$ cat src/rtl/div_sequencer.sv
// Iterative RV32M divide sequencer (DIV/DIVU/REM/REMU): radix-2 restoring division
// with RISC-V special-case handling, sign fixup and tagged valid/ready result.
module div_sequencer #(
    parameter int XLEN  = 32,
    parameter int TAG_W = 5
) (
    input  logic             clk,
    input  logic             rst_n,
    input  logic             start_valid,
    output logic             start_ready,
    input  logic [1:0]       op,
    input  logic [XLEN-1:0]  dividend,
    input  logic [XLEN-1:0]  divisor,
    input  logic [TAG_W-1:0] tag_in,
    input  logic             flush,
    output logic             result_valid,
    input  logic             result_ready,
    output logic [XLEN-1:0]  result,
    output logic [TAG_W-1:0] result_tag,
    output logic             busy
);

    localparam int CNT_W = $clog2(XLEN);

    typedef enum logic [1:0] {IDLE, CALC, FIX, DONE} state_t;

    state_t             state_q, state_d;
    logic               sel_rem_q, sel_rem_d;
    logic               neg_quo_q, neg_quo_d;
    logic               neg_rem_q, neg_rem_d;
    logic [TAG_W-1:0]   tag_q, tag_d;
    logic [XLEN:0]      rem_q, rem_d;
    logic [XLEN-1:0]    quo_q, quo_d;
    logic [XLEN-1:0]    dvsr_q, dvsr_d;
    logic [CNT_W-1:0]   cnt_q, cnt_d;
    logic [XLEN-1:0]    result_q, result_d;

    logic               is_signed;
    logic               ovf;
    logic [XLEN-1:0]    dvnd_abs;
    logic [XLEN-1:0]    dvsr_abs;
    logic [XLEN+1:0]    shifted;
    logic [XLEN+1:0]    trial;
    logic [XLEN-1:0]    quo_fix;
    logic [XLEN-1:0]    rem_fix;

    assign is_signed = ~op[0];
    assign ovf       = is_signed && (dividend == {1'b1, {(XLEN-1){1'b0}}}) && (&divisor);
    assign dvnd_abs  = (is_signed && dividend[XLEN-1]) ? -dividend : dividend;
    assign dvsr_abs  = (is_signed && divisor[XLEN-1])  ? -divisor  : divisor;

    // Extra guard bit on the shifted partial remainder makes the trial sign a plain MSB test.
    assign shifted = {rem_q, quo_q[XLEN-1]};
    assign trial   = shifted - {2'b00, dvsr_q};

    assign quo_fix = neg_quo_q ? -quo_q : quo_q;
    assign rem_fix = neg_rem_q ? -rem_q[XLEN-1:0] : rem_q[XLEN-1:0];

    always_comb begin
        // NOTE: every _d takes its held value first so no path through the case infers a latch.
        state_d   = state_q;
        sel_rem_d = sel_rem_q;
        neg_quo_d = neg_quo_q;
        neg_rem_d = neg_rem_q;
        tag_d     = tag_q;
        rem_d     = rem_q;
        quo_d     = quo_q;
        dvsr_d    = dvsr_q;
        cnt_d     = cnt_q;
        result_d  = result_q;

        unique case (state_q)
            IDLE: begin
                if (start_valid && !flush) begin
                    sel_rem_d = op[1];
                    tag_d     = tag_in;
                    cnt_d     = '0;
                    if (divisor == '0) begin
                        result_d = op[1] ? dividend : '1;
                        state_d  = DONE;
                    end else if (ovf) begin
                        result_d = op[1] ? '0 : {1'b1, {(XLEN-1){1'b0}}};
                        state_d  = DONE;
                    end else begin
                        rem_d     = '0;
                        quo_d     = dvnd_abs;
                        dvsr_d    = dvsr_abs;
                        neg_quo_d = is_signed && (dividend[XLEN-1] ^ divisor[XLEN-1]);
                        neg_rem_d = is_signed && dividend[XLEN-1];
                        state_d   = CALC;
                    end
                end
            end
            CALC: begin
                if (!trial[XLEN+1]) begin
                    rem_d = trial[XLEN:0];
                    quo_d = {quo_q[XLEN-2:0], 1'b1};
                end else begin
                    rem_d = shifted[XLEN:0];
                    quo_d = {quo_q[XLEN-2:0], 1'b0};
                end
                cnt_d = cnt_q + CNT_W'(1);
                if (cnt_q == CNT_W'(XLEN-1)) begin
                    state_d = FIX;
                end
            end
            FIX: begin
                result_d = sel_rem_q ? rem_fix : quo_fix;
                state_d  = DONE;
            end
            DONE: begin
                if (result_ready) begin
                    state_d = IDLE;
                end
            end
            default: state_d = IDLE;
        endcase

        if (flush) begin
            state_d = IDLE;
        end
    end

    // NOTE: sequential state uses non-blocking assignments so every register samples pre-edge values.
    always_ff @(posedge clk or negedge rst_n) begin
        if (!rst_n) begin
            state_q   <= IDLE;
            sel_rem_q <= 1'b0;
            neg_quo_q <= 1'b0;
            neg_rem_q <= 1'b0;
            tag_q     <= '0;
            rem_q     <= '0;
            quo_q     <= '0;
            dvsr_q    <= '0;
            cnt_q     <= '0;
            result_q  <= '0;
        end else begin
            state_q   <= state_d;
            sel_rem_q <= sel_rem_d;
            neg_quo_q <= neg_quo_d;
            neg_rem_q <= neg_rem_d;
            tag_q     <= tag_d;
            rem_q     <= rem_d;
            quo_q     <= quo_d;
            dvsr_q    <= dvsr_d;
            cnt_q     <= cnt_d;
            result_q  <= result_d;
        end
    end

    assign start_ready  = (state_q == IDLE);
    assign result_valid = (state_q == DONE);
    assign busy         = (state_q != IDLE);
    assign result       = result_q;
    assign result_tag   = tag_q;

endmodule

$ cat config.mk
export PLATFORM = sky130hd
export DESIGN_NAME = div_sequencer
export DESIGN_NICKNAME = d
export VERILOG_FILES = /design/src/rtl/div_sequencer.sv
export SDC_FILE = /design/constraint.sdc
export NUM_CORES = 1
export LEC_CHECK = 0
export CAP_MARGIN = 20
export CORE_MARGIN = 2
export CORE_UTILIZATION = 55
export CTS_CLUSTER_SIZE = 16
export DETAILED_ROUTE_END_ITERATION = 8
export PLACE_DENSITY = 0.78
export SLEW_MARGIN = 10
export SYNTH_ARGS = -nofsm -noshare
export SYNTH_HDL_FRONTEND = slang
export SYNTH_SLANG_ARGS = --single-unit
$ cat constraint.sdc
create_clock -name clk -period 4.9 [get_ports clk]
set_input_delay 0.49 -clock clk [delete_from_list [all_inputs] [get_ports clk]]
set_output_delay 0.49 -clock clk [all_outputs]
set_load 0.01 [all_outputs]
# ---- Word level (Yosys, flattened, before mapping)
# Index checks and enable logic that the tools add are counted.
dict set report totals {
  register_bits 144
  latchBits 0
  mem_bits_rw 0
  mem_bits_ro 0
  input_bits 76
  output_inout_bits 40
  elab_cells 81
  mem_count 0
}
dict set report classes {
  add_sub_neg 6
  mul 0
  div 0
  order_cmp 0
  eq_ne 12
  shifts 0
  n_mux 30
  bitwise 4
  n_reduce_logical 19
}
# operator count
set op_table {}
lappend op_table {{two-way mux 32 bit} 13}
lappend op_table {{two-way mux 33 bit} 4}
lappend op_table {{negator 32 bit} 4}
lappend op_table {{case mux 32 bit (2 select lines)} 2}
lappend op_table {{case mux 33 bit (2 select lines)} 1}
lappend op_table {{subtractor 34 x 32 -> 34 bit} 1}
lappend op_table {{equality test 32 bit, second input constant} 1}
lappend op_table {{logical NOT 32 bit} 1}
lappend op_table {{AND reduction 32 bit} 1}
lappend op_table {{two-way mux 2 bit} 6}
lappend op_table {{case mux 5 bit (2 select lines)} 1}
lappend op_table {{case mux 2 bit (4 select lines)} 1}
lappend op_table {{AND reduction 4 bit} 2}
lappend op_table {{logical AND 1 bit} 6}
lappend op_table {{!= test 3 x 1 -> 1 bit, second input constant} 2}
lappend op_table {{AND reduction 3 bit} 2}
lappend op_table {{nonzero test 2 bit} 3}
lappend op_table {{adder 5 x 1 -> 5 bit, second input constant} 1}
lappend op_table {{equality test 5 bit, second input constant} 1}
lappend op_table {{two-way mux 5 bit} 1}
lappend op_table {{equality test 2 bit, second input constant} 2}
lappend op_table {{!= test 2 bit, second input constant} 2}
lappend op_table {{AND reduction 2 bit} 2}
lappend op_table {{!= test 3 x 2 -> 1 bit, second input constant} 1}
lappend op_table {{8 further kinds} 10}

# ---- Logic depth before layout (Yosys ltp)
# Gate-level depths: netlist of run 1.
dict set report logic_depth {
  ltp_word 8
  depth_mapped 14
  ltp_nobuf 13
}

# ---- Worst setup path before layout of run 1
# OpenSTA, ideal clock, no wires.
dict set report synth_path {
  path_type {reg2reg}
  startpoint {reg quo_q[31]}
  endpoint {reg rem_q[32]}
  setup_ns 0.126
  t_arrival_ns 2.887
  required_time_ns 4.774
  slack_ns 1.887
  stages_incl_launch_ff 14
  path_buffers 0
  synth_period_minus_slack_ns 3.013
  cell_sequence {dfrtp_1 > inv_1 > ha_1 > inv_1 > fa_1 > a211oi_1 > o21ai_0 > a211oi_1 > or3_1 > o211ai_1 > a21oi_1 > o311ai_0 > o2111a_1 > a221o_1}
}
dict set report synth_via {
  elab_chain_len 3
}
# item line_no
set synth_rtl {}
lappend synth_rtl {{start: declaration} 33} ;# logic [XLEN-1:0] quo_q, quo_d;
lappend synth_rtl {{start signal: assignment} 144} ;# quo_q <= quo_d;
lappend synth_rtl {{subtractor 34 x 32 -> 34 bit} 54} ;# assign trial = shifted - {2'b00, dvsr_q};
lappend synth_rtl {{two-way mux 33 bit} 95} ;# if (!trial[XLEN+1]) begin
lappend synth_rtl {{case mux 33 bit (2 select lines)} 72} ;# unique case (state_q)
lappend synth_rtl {{end signal: assignment} 143} ;# rem_q <= rem_d;
lappend synth_rtl {{end: declaration} 32} ;# logic [XLEN:0] rem_q, rem_d;
# No other way between the ends.
# A chain may end at the register's enable or synchronous reset.

# ---- Worst setup path in the final report of run 1
# Same ends and word-level chain as after synthesis.

==> metrics, run 1 <==
status=finished clean; count of pins over their slew limit=0; #FFs+latches synth=144; routed len/inst=17.4 um; GR Overflow Total=0; core box area=0.0197 mm^2; peak supply drop=232 uV; Initial Util=0.565; Hold WC Path Type=in2async; crit-path cells=inv_1 > ha_1 > inv_1 > fa_1 > a211oi_1 > o21ai_0 > a211oi_1 > or3_1 > o211ai_1 > a21oi_1 > o311ai_0 > o2111a_1 > a221o_1; hold buffers post-CTS=0; routed vias/inst=6.03; CTS Buffer Depth=2; Syn Inst Count=1392; largest net degree at the start of global routing=111; maxcap violations=0; Syn Area/Cell=7.97 um^2; clk sinks=144; fmax=262 MHz; Setup CP Type=reg2reg; first-pass GRT wire length=50000 um; minimum clock period=3.81 ns; hpwl dp=22500 um; final setup TNS=0 ns; DRC viols=0; Filler Cell Count=1684; post-CTS setup buffers=0; number of global-route vias before repair=10000; Crit Path Max Fanout=5; simple-gate area share of the yosys netlist=0.186; fin crit share=0.778; Num CTS Buffers=17; Cell Area, Synth=0.0111 mm^2; DR vias=10600; initial DRC count=1035; CP startpoint kind=register; skew final=0.00719 ns; cell area after layout=0.0131 mm^2; clock transition at the registers of the reported paths=0.06 ns; total power=6.51 mW; initial antenna violation count=0; Synth Area in Adders=0.0503; CTS root buf=clkbuf_16; fin nets=1595; portion of netlist area occupied by mux cells=0.0272; slowest stage delay, CP=0.42 ns; Final Hold Vio Count=0; critical path required time=5.21 ns; largest family of logic cells by synthesized area=compound AO/OA/AOI/OAI gates; R2R Path End=rem_q[32]$_DFFE_PN0P_; RePlAce Congestion=0.948; antenna cells=0; Reg2Reg Depth=13; cts repair resizes=0; clk_lat worst skew=0.43 ns; CTS tree=done; Port Buffers=115; syn nets=1512; unrepaired setup endpoints after global routing=no; Setup crit end kind=register; PwrDens=497 mW/mm^2; Ports=116; Layout area overhead=18.0%; Critical Path AT=4.12 ns; Detailed Route WL=30500 um; H-tree depth=4; chip width=146 um; XOR/XNOR Fraction of Synth Area=0.115; dpl cell area=0.0124 mm^2; share of layout cells above drive strength 1=0.0531; FFs w/ async S/R, synth=1.00; max_slew headroom=0.230; Worst Tran Pin Value=1.15 ns; remaining antenna violation count after routing=0; sequential area share after synthesis=0.325; final setup fails=0; origin of the critical flop-to-flop path=quo_q[31]$_DFFE_PN0P_; Synthesis Warnings=0; drt pass-1 iters=5; Die Ht=146 um; Die Area=0.0213 mm^2; Synth cell types=70; Total Routing Usage GR=0.286; top_reg_cell synth=dfrtp_1; num rows=51; number of synthesized flops with an enable pin=0; post-synthesis compound-gate area fraction=0.247; Crit-path slowest cell=fa_1; leak pwr=5.65 nW; register-to-register setup slack=1.09 ns
[worst max path at each step]
stage | startpoint | to | slack, ns | cells after the start
6_report | quo_q[31]$_DFFE_PN0P_ | rem_q[32]$_DFFE_PN0P_ | 1.09 | 13
5_1_grt | quo_q[31]$_DFFE_PN0P_ | rem_q[32]$_DFFE_PN0P_ | 0.74 | 13
4_1_cts | quo_q[31]$_DFFE_PN0P_ | rem_q[32]$_DFFE_PN0P_ | 1.18 | 13
3_5_place_dp | divisor[1] | rem_q[22]$_DFFE_PN0P_ | 0.86 | 13
3_3_place_gp | divisor[21] | rem_q[10]$_DFFE_PN0P_ | 0.93 | 10
2_1_floorplan | quo_q[31]$_DFFE_PN0P_ | rem_q[32]$_DFFE_PN0P_ | 1.89 | 13
[synth_stat cells (all sizes together), types with 8 or more instances]
cell type  count  area (um^2)
a21o          27          203
nor4          10         75.1
nor2          99          388
mux2i         29          290
clkbuf        51          195
o221ai         9         78.8
xnor2         79          699
o211ai        23          173
ha            43          538
dfrtp        144         3600
a211oi        13         97.6
nand4         19          119
inv           64          240
o31ai         33          253
buf           19          126
a21oi        105          526
xor2          66          578
nor2b          8         50.1
o21ai        160          805
nand3         18         90.1
nand2        208          783
nor3          28          140
or3           20          130
nand2b        10         62.6
or2            9         56.3
o41ai         13          114
[layer usage]
metal  global-route usage  routed length, um  share of wire  vias up
li1                     -                  -              -     5122
met1                0.385              13300           0.44     4900
met2                0.459              14000           0.46      476
met3               0.0656               2380          0.078       60
met4               0.0898                744          0.024        0
met5                    0                  0              0        -
[per-stage QoR]
| stage | hold slack, ns | worst slack (ns) | cells | util |
|---|---|---|---|---|
| 3_3_place_gp | 0.458 | 0.927 | 1720 | 0.632 |
| 3_5_place_dp | 0.465 | 0.856 | 1720 | 0.632 |
| 4_1_cts | 0.249 | 1.18 | 1751 | 0.665 |
| 6_report | 0.0119 | 1.09 | 1752 | 0.667 |
| 2_1_floorplan | 0.194 | 1.89 | 1392 | - |
| 5_1_grt | 0.0403 | 0.744 | 1752 | 0.667 |
[layout by cell type, fill, tap and decap left out, types with 28 or more instances in the layout]
master | netlist | final
nor2_1 | 98 | 97
inv_1 | 62 | 62
nor3_1 | 28 | 28
ha_1 | 43 | 42
a21oi_1 | 105 | 105
xor2_1 | 66 | 66
mux2i_1 | 29 | 29
clkdlybuf4s50_1 | 0 | 114
dfrtp_1 | 144 | 144
o31ai_1 | 32 | 32
o21ai_1 | 29 | 29
xnor2_1 | 78 | 78
o21ai_0 | 130 | 130
nand2_1 | 207 | 207
[where the power goes]
group	leakage (nW)	total [mW]	internal (mW)	switching (mW)
Clock	0.320	1.46	0.963	0.500
Sequential	1.87	1.98	1.61	0.370
Combinational	3.46	3.07	1.26	1.82
[registers in the layout, indices dropped and copies added, names as in the netlist]
signal	flops
rem_q	33
dvsr_q	32
quo_q	32
result	32
cnt_q	5
result_tag	5
state_q	2
neg_quo_q	1
neg_rem_q	1
sel_rem_q	1
[critical path, delay by kind of cell (launching register included)]
| family | cells | cell delay [ns] |
|---|---|---|
| buf+inv | 2 | 0.23 |
| simple gates | 1 | 0.19 |
| flops | 1 | 0.40 |
| fa+ha+maj | 2 | 0.62 |
| compound gates | 8 | 2.26 |
[cells by family after synthesis]
group                    after synthesis
XOR/XNOR                             145
buffers and inverters                134
flip-flops                           144
AO/OA/AOI/OAI                        444
AND/OR/NAND/NOR                      451
multiplexers                          30
adder cells (fa/ha/maj)               44
[area by class of cell]
| class | count | area, um^2 | share of cell area |
|---|---|---|---|
| multi-input cells | 1114 | 6960 | 0.531 |
| flip-flops and latches | 144 | 3600 | 0.275 |
| repair buffers | 134 | 1320 | 0.100 |
| clock buffers | 20 | 447 | 0.0341 |
| well taps | 265 | 332 | 0.0253 |
| inverters | 64 | 240 | 0.0183 |
| clock inverters | 11 | 211 | 0.0161 |
(Power assumes the default switching activity.)
==> inputs of run 2 (changes only) <==
clock period = 3.91 ns   (was 4.9 ns; I/O delays follow)
==> run 2 against run 1 <==
Compared with the run above: critical path type unchanged; worst hold slack improved by 0.038 ns; utilization fell by 0.38 points; largest power group unchanged; global-route usage fell by 0.076 points; register-to-register slack got worse by 0.75 ns; critical path depth rose by 1.
==> metrics, run 2 (same netlist as run 1, synthesis figures left out) <==
status=finished clean; hpwl dp=22700 um; count of pins over their slew limit=0; Setup CP Type=reg2reg; initial antenna violation count=0; origin of the critical flop-to-flop path=quo_q[31]$_DFFE_PN0P_; most frequent cells in the layout=207 x nand2_1, 144 x dfrtp_1, 130 x o21ai_0; register-to-register setup slack=0.34 ns; Top Usage Layer GRT=met2; number of global-route vias before repair=9756; clk sinks=144; H-tree depth=4; CP startpoint=quo_q[31]$_DFFE_PN0P_; DR vias=10600; largest net degree at the start of global routing=92; Layout area overhead=17.4%; Ports=116; Die Ht=146 um; CTS root buf=clkbuf_16; CTS tree=done; Setup crit end kind=register; R2R Path End=rem_q[28]$_DFFE_PN0P_; final setup TNS=0 ns; crit-path cells=inv_1 > ha_1 > inv_1 > fa_1 > a211oi_1 > o21ai_0 > a211oi_1 > or3_1 > o211ai_1 > buf_4 > a211o_1 > a21oi_1 > xor2_1 > o21ai_0; Initial Util=0.565; fin crit share=0.913; fmax=280 MHz; clock transition at the registers of the reported paths=0.06 ns; hold buffers post-CTS=0; leak pwr=5.63 nW; RePlAce Congestion=0.925; Crit-path slowest cell=a211oi_1; clk_lat worst skew=0.43 ns; critical path required time=4.22 ns; DRC viols=0; remaining antenna violation count after routing=0; Port Buffers=115; Die Area=0.0213 mm^2; antenna cells=0; Critical Path AT=3.88 ns; routed vias/inst=6.01; number of flip-flops in the largest register=33; skew final=0.00591 ns; final design utilization=0.663; post-CTS setup buffers=0; CP startpoint kind=register; initial DRC count=982; Crit Path Max Fanout=4; minimum clock period=3.57 ns; max_slew headroom=0.300; Total Routing Usage GR=0.285; routed len/inst=17.4 um; grt met1 use=0.382; slowest stage delay, CP=0.42 ns; core box area=0.0197 mm^2; Detailed Route WL=30500 um; end of the critical path=rem_q[28]$_DFFE_PN0P_; Num CTS Buffers=17; GR Layer Usage met3=0.0531; maxcap violations=0; unrepaired setup endpoints after global routing=no; fin nets=1602; PwrDens=599 mW/mm^2; final setup fails=0; chip width=146 um; num rows=51; peak supply drop=282 uV; CTS Buffer Depth=2; share of layout cells above drive strength 1=0.0550; Reg2Reg Depth=14; GR Overflow Total=0; grt met2 use=0.461; Worst Tran Pin Value=1.05 ns; total power=7.80 mW; cts repair resizes=0; Biggest register=rem_q; first-pass GRT wire length=49500 um; Hold WC Path Type=in2async; hold_ws=0.0494 ns; drt pass-1 iters=8; Final Hold Vio Count=0; commonest non-fill, non-tap cell in the layout=nand2_1
==> run 2: layer usage <==
| layer | part of all wire | up-vias |
|---|---|---|
| met1 | 0.43 | 4937 |
| met5 | 0 | - |
| li1 | - | 5117 |
| met3 | 0.080 | 65 |
| met2 | 0.46 | 448 |
| met4 | 0.029 | 0 |
==> run 2: worst max-delay path: cells and delay by family (launching register included) <==
family,cells,cell delay (ns)
XOR/XNOR,1,0.19
buffers and inverters,3,0.39
flip-flops,1,0.40
AND/OR/NAND/NOR,1,0.20
adder cells (fa/ha/maj),2,0.61
AO/OA/AOI/OAI,7,1.67
==> run 2: metrics by stage <==
stage	std cells	instance area, um^2	setup slack [ns]
final	1757	13000	0.340
after global routing	1757	13000	0.117
after CTS	1757	13000	0.381
after detailed placement	1728	12500	0.184
after global placement	1728	12500	0.317
after floorplan	1392	11100	0.897
==> run 2: final cells by class <==
class	count	area [um^2]
Clock buffer	21	450
Multi-Input combinational cell	1114	6950
Timing Repair Buffer	141	1390
Sequential cell	144	3600
Fill cell	1731	6630
Clock inverter	8	67.6
Inverter	64	240
Tap cell	265	332
==> run 2: worst min path at each step <==
| stage | from | end | slack, ns | cells past startpoint |
|---|---|---|---|---|
| global route | rst_n | result[10]$_DFFE_PN0P_ | 0.12 | 1 |
| floorplan | rst_n | cnt_q[0]$_DFFE_PN0P_ | 0.1 | 0 |
| finish | rst_n | result[10]$_DFFE_PN0P_ | 0.05 | 1 |
| global placement | result[19]$_DFFE_PN0P_ | result[19]$_DFFE_PN0P_ | 0.46 | 1 |
| CTS | rst_n | result[10]$_DFFE_PN0P_ | 0.08 | 1 |
| detailed placement | result_tag[4]$_DFFE_PN0P_ | result_tag[4]$_DFFE_PN0P_ | 0.46 | 2 |
==> run 2: power by group <==
group | total (mW) | switching, mW | internal [mW]
Combinational | 3.80 | 2.20 | 1.60
Clock | 1.47 | 0.598 | 0.871
Sequential | 2.53 | 0.519 | 2.01
==> inputs of run 3 (changes only) <==
CTS_CLUSTER_SIZE = not set   (was 16)
PLACE_DENSITY = 0.9   (was 0.78)
==> run 3 against run 2 <==
Compared with the run above: via count is 5.7% higher; flip-flop and latch count stayed put; register-to-register slack worse by 0.10 ns; global-route usage is 1.2 points higher; sequential share of layout area is 0.29 points lower; setup slack worse by 0.10 ns; first-iteration DRC count is 43% higher; critical path depth is 1 lower; worst hold slack better by 0.33 ns; utilization is 0.71 points higher; combinational power is 2% higher; largest power group unchanged.
==> metrics, run 3 (same netlist as run 1, synthesis figures left out) <==
GR Overflow Total=0; Ports=116; Pint=4.79 mW; critical path required time=4.23 ns; final setup TNS=0 ns; core box area=0.0197 mm^2; max_slew headroom=0.240; clk sinks=144; antenna cells=0; RePlAce Congestion=0.925; NetSw=3.48 mW; CTS root buf=clkbuf_16; GR Layer Usage met3=0.0575; Net Sw Frac=0.421; status=finished clean; Port Buffers=115; Hold WC Path Type=in2async; fin cells=1759; first-pass GRT wire length=52100 um; commonest non-fill, non-tap cell in the layout=nand2_1; H-tree depth=4; CTS tree=done; CTS Buffer Depth=2; sequential fraction of design power=0.310; PwrDens=628 mW/mm^2; Critical Path AT=3.99 ns; placed cells=1725; fin crit share=0.939; Total Routing Usage GR=0.297; Top Usage Layer GRT=met2; fmax=272 MHz; share of layout cells above drive strength 1=0.0562; most frequent cells in the layout=207 x nand2_1, 144 x dfrtp_1, 130 x o21ai_0; Crit Path Max Fanout=3; largest net degree at the start of global routing=114; Detailed Route WL=31800 um; minimum clock period=3.67 ns; register-to-register setup slack=0.24 ns; Num CTS Buffers=17; DRC viols=0; final setup fails=0; Layout area overhead=18.6%; unrepaired setup endpoints after global routing=no; post-CTS setup buffers=0; dpl cell area=0.0125 mm^2; Die Ht=146 um; hold_ws=0.376 ns; number of flip-flops in the largest register=33; num rows=51; clock group share of total power=0.220; CP startpoint kind=register; count of pins over their slew limit=0; initial DRC count=1406; Die Area=0.0213 mm^2; remaining antenna violation count after routing=0; cts repair resizes=0; routed len/inst=18.1 um; skew final=0.00819 ns; grt met2 use=0.476; leak pwr=5.69 nW; hpwl dp=23000 um; initial antenna violation count=0; chip width=146 um; Setup CP Type=reg2reg; Biggest register=rem_q; peak supply drop=303 uV; Setup crit end kind=register; cell area after layout=0.0132 mm^2; Final Hold Vio Count=0; clk_lat worst skew=0.44 ns; grt met1 use=0.397; routed vias/inst=6.35; maxcap violations=0; DR vias=11200; Worst Tran Pin Value=1.14 ns; fin nets=1601; Initial Util=0.565; drt pass-1 iters=7; Combinational Power Share=0.470; number of global-route vias before repair=10400; clock transition at the registers of the reported paths=0.06 ns
[run 3: timing repair]
item / CTS / global route
hold buffers: 0 / 1
hold endpoints to repair: 0 / 27
endpoints found under the setup margin: 0 / 0
[run 3: through the flow]
step                       util  total power [mW]  setup slack (ns)
after global placement    0.635              6.15             0.222
final                     0.670              8.27             0.237
after CTS                 0.668              8.18             0.290
after floorplan               -              5.07             0.897
after global routing      0.670              8.78            0.0472
after detailed placement  0.635              6.33             0.141
[run 3: worst max-delay path, cell delays in order, from the launching register on]
cell and delay (ns):
dfrtp_1 0.40, inv_1 0.13, ha_1 0.20, inv_1 0.06, fa_1 0.44, a211oi_1 0.38
o21ai_0 0.21, a211oi_1 0.42, or3_1 0.20, o211ai_1 0.14, a21oi_1 0.23, o311ai_0 0.20
o2111a_1 0.28, a221o_1 0.26
[run 3: final cells by class]
cell class / instances / area, um^2
multi-input cells: 1114 / 6950
fillers: 1553 / 6480
flip-flops and latches: 144 / 3600
repair buffers: 140 / 1390
clock buffers: 22 / 474
well taps: 265 / 332
inverters: 64 / 240
clock inverters: 10 / 181
[run 3: power groups by stage]
stage                     combinational, mW  sequential, mW  clock [mW]
final                                  3.89            2.56        1.82
after global placement                 3.63            2.52           0
after CTS                              3.82            2.54        1.82
after global routing                   4.26            2.63        1.90
after detailed placement               3.77            2.56           0
after floorplan                        2.64            2.43           0
[run 3: routing by layer]
| layer | wire, um | up-vias |
|---|---|---|
| met5 | 0 | - |
| met4 | 1050 | 0 |
| met3 | 3350 | 109 |
| met2 | 14700 | 752 |
| met1 | 12700 | 5187 |
| li1 | - | 5125 |
[run 3: path summary, 6_finish.rpt]
kind                                             start                endpoint  cells after the start
worst max-delay path             quo_q[31]$_DFFE_PN0P_   rem_q[32]$_DFFE_PN0P_                     13
worst min-delay path                             rst_n   result[6]$_DFFE_PN0P_                      2
worst max register to register   quo_q[31]$_DFFE_PN0P_   rem_q[32]$_DFFE_PN0P_                     13
worst min register to register  result[26]$_DFFE_PN0P_  result[26]$_DFFE_PN0P_                      2
max in group asynchronous                        rst_n  result[18]$_DFFE_PN0P_                      3
min in group clk                result[26]$_DFFE_PN0P_  result[26]$_DFFE_PN0P_                      2
